==> src/rtl/bitcoin_job_host.sv <==
// Host side of the bitcoin hash core: loads a message into the shared word RAM,
// kicks the core, serves its memory port while it runs, then streams the results out.
module bitcoin_job_host #(
  parameter int          MEM_DEPTH      = 64,
  parameter logic [15:0] MSG_BASE       = 16'h0000,
  parameter int          MSG_WORDS      = 19,
  parameter logic [15:0] OUT_BASE       = 16'h0020,
  parameter int          NUM_RESULTS    = 16,
  parameter int          TIMEOUT_CYCLES = 8192
) (
  input  logic        clk,
  input  logic        reset_n,
  input  logic        in_valid,
  output logic        in_ready,
  input  logic [31:0] in_data,
  output logic        out_valid,
  input  logic        out_ready,
  output logic [31:0] out_data,
  output logic        out_last,
  output logic        core_start,
  input  logic        core_done,
  output logic [15:0] core_message_addr,
  output logic [15:0] core_output_addr,
  input  logic        core_mem_we,
  input  logic [15:0] core_mem_addr,
  input  logic [31:0] core_mem_write_data,
  output logic [31:0] core_mem_read_data,
  output logic        busy,
  output logic        error,
  output logic [31:0] cycles
);

  localparam int          AW        = $clog2(MEM_DEPTH);
  localparam logic [15:0] MSG_LAST  = 16'(MSG_WORDS - 1);
  localparam logic [15:0] RES_LAST  = 16'(NUM_RESULTS - 1);
  localparam logic [31:0] TIMEOUT_C = 32'(TIMEOUT_CYCLES);

  typedef enum logic [2:0] {S_LOAD, S_START, S_RUN, S_DRAIN, S_ERR} state_t;

  state_t      state_q, state_d;
  logic [31:0] mem [MEM_DEPTH];
  logic [15:0] idx_q, j_q, j_next;
  logic [15:0] load_addr;
  logic [31:0] run_cnt_q, run_cnt_now;
  logic        load_fire, out_fire, drain_end, run_done, run_timeout;

  // Addresses beyond the RAM never alias: writes are dropped, reads return 0.
  function automatic logic addr_ok(input logic [15:0] a);
    return (a >> AW) == 16'd0;
  endfunction

  function automatic logic [31:0] mem_rd(input logic [15:0] a);
    return addr_ok(a) ? mem[a[AW-1:0]] : 32'd0;
  endfunction

  assign core_message_addr = MSG_BASE;
  assign core_output_addr  = OUT_BASE;

  assign load_addr   = MSG_BASE + idx_q;
  assign load_fire   = in_valid && in_ready;
  assign out_fire    = out_valid && out_ready;
  assign j_next      = out_fire ? j_q + 16'd1 : j_q;
  assign drain_end   = (state_q == S_DRAIN) && out_fire && out_last;
  assign run_cnt_now = run_cnt_q + 32'd1;
  // A done seen in the first RUN cycle may be left over from the previous job.
  assign run_done    = (state_q == S_RUN) && core_done && (run_cnt_now != 32'd1);
  assign run_timeout = (state_q == S_RUN) && !run_done && (run_cnt_now == TIMEOUT_C);

  always_ff @(posedge clk) begin
    if (!reset_n) state_q <= S_LOAD;
    else          state_q <= state_d;
  end

  // NOTE: every output of a combinational block gets a default first, so no path leaves it unassigned and infers a latch.
  always_comb begin
    state_d    = state_q;
    in_ready   = 1'b0;
    core_start = 1'b0;
    busy       = 1'b0;
    error      = 1'b0;
    case (state_q)
      S_LOAD: begin
        in_ready = 1'b1;
        if (load_fire && idx_q == MSG_LAST) state_d = S_START;
      end
      S_START: begin
        core_start = 1'b1;
        busy       = 1'b1;
        state_d    = S_RUN;
      end
      S_RUN: begin
        busy = 1'b1;
        if (run_done)         state_d = S_DRAIN;
        else if (run_timeout) state_d = S_ERR;
      end
      S_DRAIN: if (drain_end) state_d = S_LOAD;
      S_ERR:   error = 1'b1;
      default: state_d = S_LOAD;
    endcase
  end

  // NOTE: the RAM array is deliberately left out of reset; contents survive reset and jobs.
  always_ff @(posedge clk) begin
    if (reset_n) begin
      if (load_fire && addr_ok(load_addr))
        mem[load_addr[AW-1:0]] <= in_data;
      else if (state_q == S_RUN && core_mem_we && addr_ok(core_mem_addr))
        mem[core_mem_addr[AW-1:0]] <= core_mem_write_data;
    end
  end

  // Drain re-reads the word that will be on the bus next cycle, so a stall
  // keeps re-fetching the same (unchanging) word and out_data stays stable.
  always_ff @(posedge clk) begin
    if (!reset_n) begin
      idx_q              <= '0;
      j_q                <= '0;
      run_cnt_q          <= '0;
      cycles             <= '0;
      out_valid          <= 1'b0;
      out_last           <= 1'b0;
      out_data           <= '0;
      core_mem_read_data <= '0;
    end else begin
      case (state_q)
        S_LOAD:  if (load_fire) idx_q <= idx_q + 16'd1;
        S_START: run_cnt_q <= '0;
        S_RUN: begin
          run_cnt_q          <= run_cnt_now;
          core_mem_read_data <= mem_rd(core_mem_addr);
          if (run_done) begin
            cycles <= run_cnt_now;
            j_q    <= '0;
          end
        end
        S_DRAIN: begin
          if (drain_end) begin
            out_valid <= 1'b0;
            out_last  <= 1'b0;
            idx_q     <= '0;
          end else begin
            out_valid <= 1'b1;
            out_data  <= mem_rd(OUT_BASE + j_next);
            out_last  <= (j_next == RES_LAST);
            j_q       <= j_next;
          end
        end
        default: ;
      endcase
    end
  end

endmodule
==> config.mk <==
export PLATFORM = sky130hd
export DESIGN_NAME = bitcoin_job_host
export DESIGN_NICKNAME = d
export VERILOG_FILES = /design/src/rtl/bitcoin_job_host.sv
export SDC_FILE = /design/constraint.sdc
export NUM_CORES = 2
export LEC_CHECK = 0
export BUFFER_PORTS_ARGS = -buffer_cell sky130_fd_sc_hd__buf_4
export CAP_MARGIN = 25
export CORE_MARGIN = 2
export CORE_UTILIZATION = 25
export CTS_BUF_LIST = sky130_fd_sc_hd__clkbuf_4
export DETAILED_ROUTE_END_ITERATION = 10
export GPL_ROUTABILITY_DRIVEN = 0
export PLACE_DENSITY = 0.47
export SETUP_SLACK_MARGIN = 0.02
export SYNTH_ARGS = -nofsm -noshare
export SYNTH_HDL_FRONTEND = slang
export SYNTH_SLANG_ARGS = --single-unit
==> constraint.sdc <==
create_clock -name clk -period 6.52 [get_ports clk]
set_input_delay 1.956 -clock clk [delete_from_list [all_inputs] [get_ports clk]]
set_output_delay 1.956 -clock clk [all_outputs]
set_load 0.005 [all_outputs]
==> flow_summary.toml <==
[critical_path]
path_common_cell = "buf_4"
worst-path-buf-inv = 4
path_cells = "nor3b_4 > buf_4 > nor2_1 > buf_4 > inv_1 > buf_4"
cp_top_family = "buffers and inverters"
crit_type = "register to output pin"
cp-end-kind = "output pin"
cpPeakStageDelay_ns = 0.56
cp_max_fo = 52
r2r_slack_ns = 1.67
worst_path_max_delay_cell = "buf_4"
critPathArrivalTime_ns = 3.93
cp.required_ns = 4.56
start_kind = "register"

[sta]
setup-tns-final_ns = 0
skew_ns = 0.1072
setup_viol = 0
hold_viol_final = 0
relSlewSlack = 0.2891
slew_violations = 0
layout_worst_path_cycle_share = 0.9024
fin_crit_ns = 5.884
grt_setup_unrepaired = "false"
tightest_slew_ns = 1.064
max_freq_mhz = 170.0

[placed_design]
hpwl_mm = 271.2
placed_cell_area_um2 = 115400
dp_cells = 11670
port-buffer-count = 187

[floorplan]
num_rows = 237
start_util = 0.2512
die_area_um2 = 423800
die_x_um = 651.0
pin_count = 220
die_h_um = 651.0
core_um2 = 416600

[min_path]
hold_path.class = "register to register"

[clock_tree]
cts_tree = "built"
root_buffer = "clkbuf_4"
clk_pin_slew_ns = 0.06
cts_resized = 0
htreeDepth = 6
cts.sinks = 2213
worstSkewPairLatency_ns = 1.58
holdBufCountCts = 0
cts_buffer_depth = 4
numCtsBuffers = 599
postCtsSetupBuffers = 0

[cells_and_area]
final_common_cell = "edfxtp_1"
final_cells = 12750
layout_common_cells = "edfxtp_1, mux4_2, clkbuf_4"
syn_to_final_growth_pct = 17.89
drive_gt1_frac = 0.3748
nets = 6867
final_cell_area_um2 = 123400

[synthesis]
synthArstFlopShare = 0
synth-seq-cells = 2213
synth_cells = 6124
synth_edf_count = 2048
yosys_warnings = 0
synth.distinct_cells = 86
ys.flop_type = "edfxtp_1"
syn_area_per_cell_um2 = 17.09
syn_area_um2 = 104600
synth-seq-area-share = 0.6193

[grt]
grt_pass1_wl_mm = 586.1
grt_pass1_vias = 69350
grt_max_degree = 97
grt-ovfl-total = 0
grt.total_usage = 0.1980
antenna_found_initial = 45

[drt]
routed_wl_mm = 432.8
wl_per_cell_um = 33.94
drc = 0
vias = 70430
viasPerCell = 5.524
ant_nets = 0
drtPass1Iterations = 6
drt-initial-drc-count = 9357

[run_status]
status = "finished, final reports clean"

[power_and_ir_drop]
vdd_drop_max_mv = 0.1564
leakagePower_nw = 38.15
power_density_nw_per_um2 = 252.8

[run]
max-cap-violations = 0
## tightest hold or removal path, stage by stage, from the launching register on
cell and delay [ns]:
dfxtp_1 0.33, nand2_1 0.05, o21ai_0 0.05
## layer usage
metal,global-route usage,wire length [um],vias to the layer above
li1,-,-,27350
met2,0.3097,198800,4478
met3,0.04409,41410,839
met4,0.07775,17100,26
met1,0.2668,175300,37730
met5,0,174,-
## Yosys cell counts (6+ instances only)
library cell	number	share of area
a211oi_2	15	0.0018
nand2_1	453	0.016
a31oi_1	55	0.0033
nand4_1	47	0.0028
o22ai_1	46	0.0028
o32ai_1	7	0.00059
or3_1	14	0.00084
o2bb2ai_1	6	0.00050
inv_1	13	0.00047
a211oi_1	13	0.00093
xor2_1	30	0.0025
a21oi_1	126	0.0060
o31ai_1	26	0.0019
o21ai_0	132	0.0063
nor4_1	23	0.0014
and3_1	97	0.0058
buf_1	93	0.0033
a311oi_1	21	0.0018
clkbuf_1	330	0.012
a22oi_1	95	0.0068
or2_2	6	0.00036
o21a_1	8	0.00057
or4_1	7	0.00050
nor3_1	66	0.0032
nand3_1	206	0.0099
mux2_2	33	0.0036
a211o_1	8	0.00067
buf_2	88	0.0042
buf_4	42	0.0030
ha_1	6	0.00072
a32oi_1	98	0.0082
edfxtp_1	2048	0.59
nor2_1	249	0.0089
o2111ai_1	14	0.0012
mux2i_1	236	0.023
dfxtp_1	165	0.032
xnor2_1	25	0.0021
o211ai_1	30	0.0022
a2111oi_0	25	0.0021
mux4_2	1025	0.22
## power by group
part	total, mW	internal [mW]	switching, mW
sequential	15.7	15.6	0.0921
clock	13.1	6.78	6.29
combinational	2.44	0.918	1.52
total	31.2	23.3	7.90
## state kept, by name, summed over array words and instances, names as in the netlist
signal,count
j_q,16
run_cnt_q,32
out_data,32
idx_q,16
state_q,3
out_valid,1
mem,2048
out_last,1
core_mem_read_data,32
cycles,32
## path summary, 6_finish.rpt
| kind | startpoint | end | depth (start not counted) |
|---|---|---|---|
| max reg2reg | j_q[1]$_SDFFE_PN0P_ | out_data[18]$_SDFFE_PN0P_ | 11 |
| max | state_q[1]$_SDFFE_PN0P_ | busy | 6 |
| min reg2reg | out_data[16]$_SDFFE_PN0P_ | out_data[16]$_SDFFE_PN0P_ | 2 |
| min | out_data[16]$_SDFFE_PN0P_ | out_data[16]$_SDFFE_PN0P_ | 2 |
## cells by family (layout without fill, tap and decap cells)
kind of cell | count (synthesis) | in the layout | share of synthesized area
DFF | 2213 | 2213 | 0.6193
muxes | 1294 | 1294 | 0.2467
and+or+nand+nor | 1205 | 1205 | 0.05303
AOI/OAI and AO/OA | 777 | 777 | 0.05224
buffers and inverters | 572 | 1654 | 0.02336
xor gates and xnor gates | 55 | 55 | 0.004603
adders and majority gates | 6 | 6 | 0.0007174
other | 2 | 49 | 0.00007177
## metrics by stage
stage	power [mW]	hold slack, ns	worst slack, ns	utilization
5_1_grt	32.30	0.5027	0.4503	0.2960
4_1_cts	31.45	0.4772	0.4456	0.2958
3_5_place_dp	18.42	0.4631	0.3677	0.2770
3_3_place_gp	18.40	0.4623	0.3233	0.2767
6_report	31.18	0.4707	0.6365	0.2961
2_1_floorplan	17.32	0.4487	0.5723	-
## area by class of cell
class | instances | area, um^2
clock buffers | 856 | 6426
well taps | 5497 | 6878
repair buffers | 577 | 5518
multi-input cells | 3369 | 38240
flip-flops and latches | 2213 | 64810
clock inverters | 206 | 1388
inverters | 15 | 66.31
fillers | 41050 | 293300
diodes | 17 | 42.54
No activity file was read; power rests on OpenSTA's default activity.
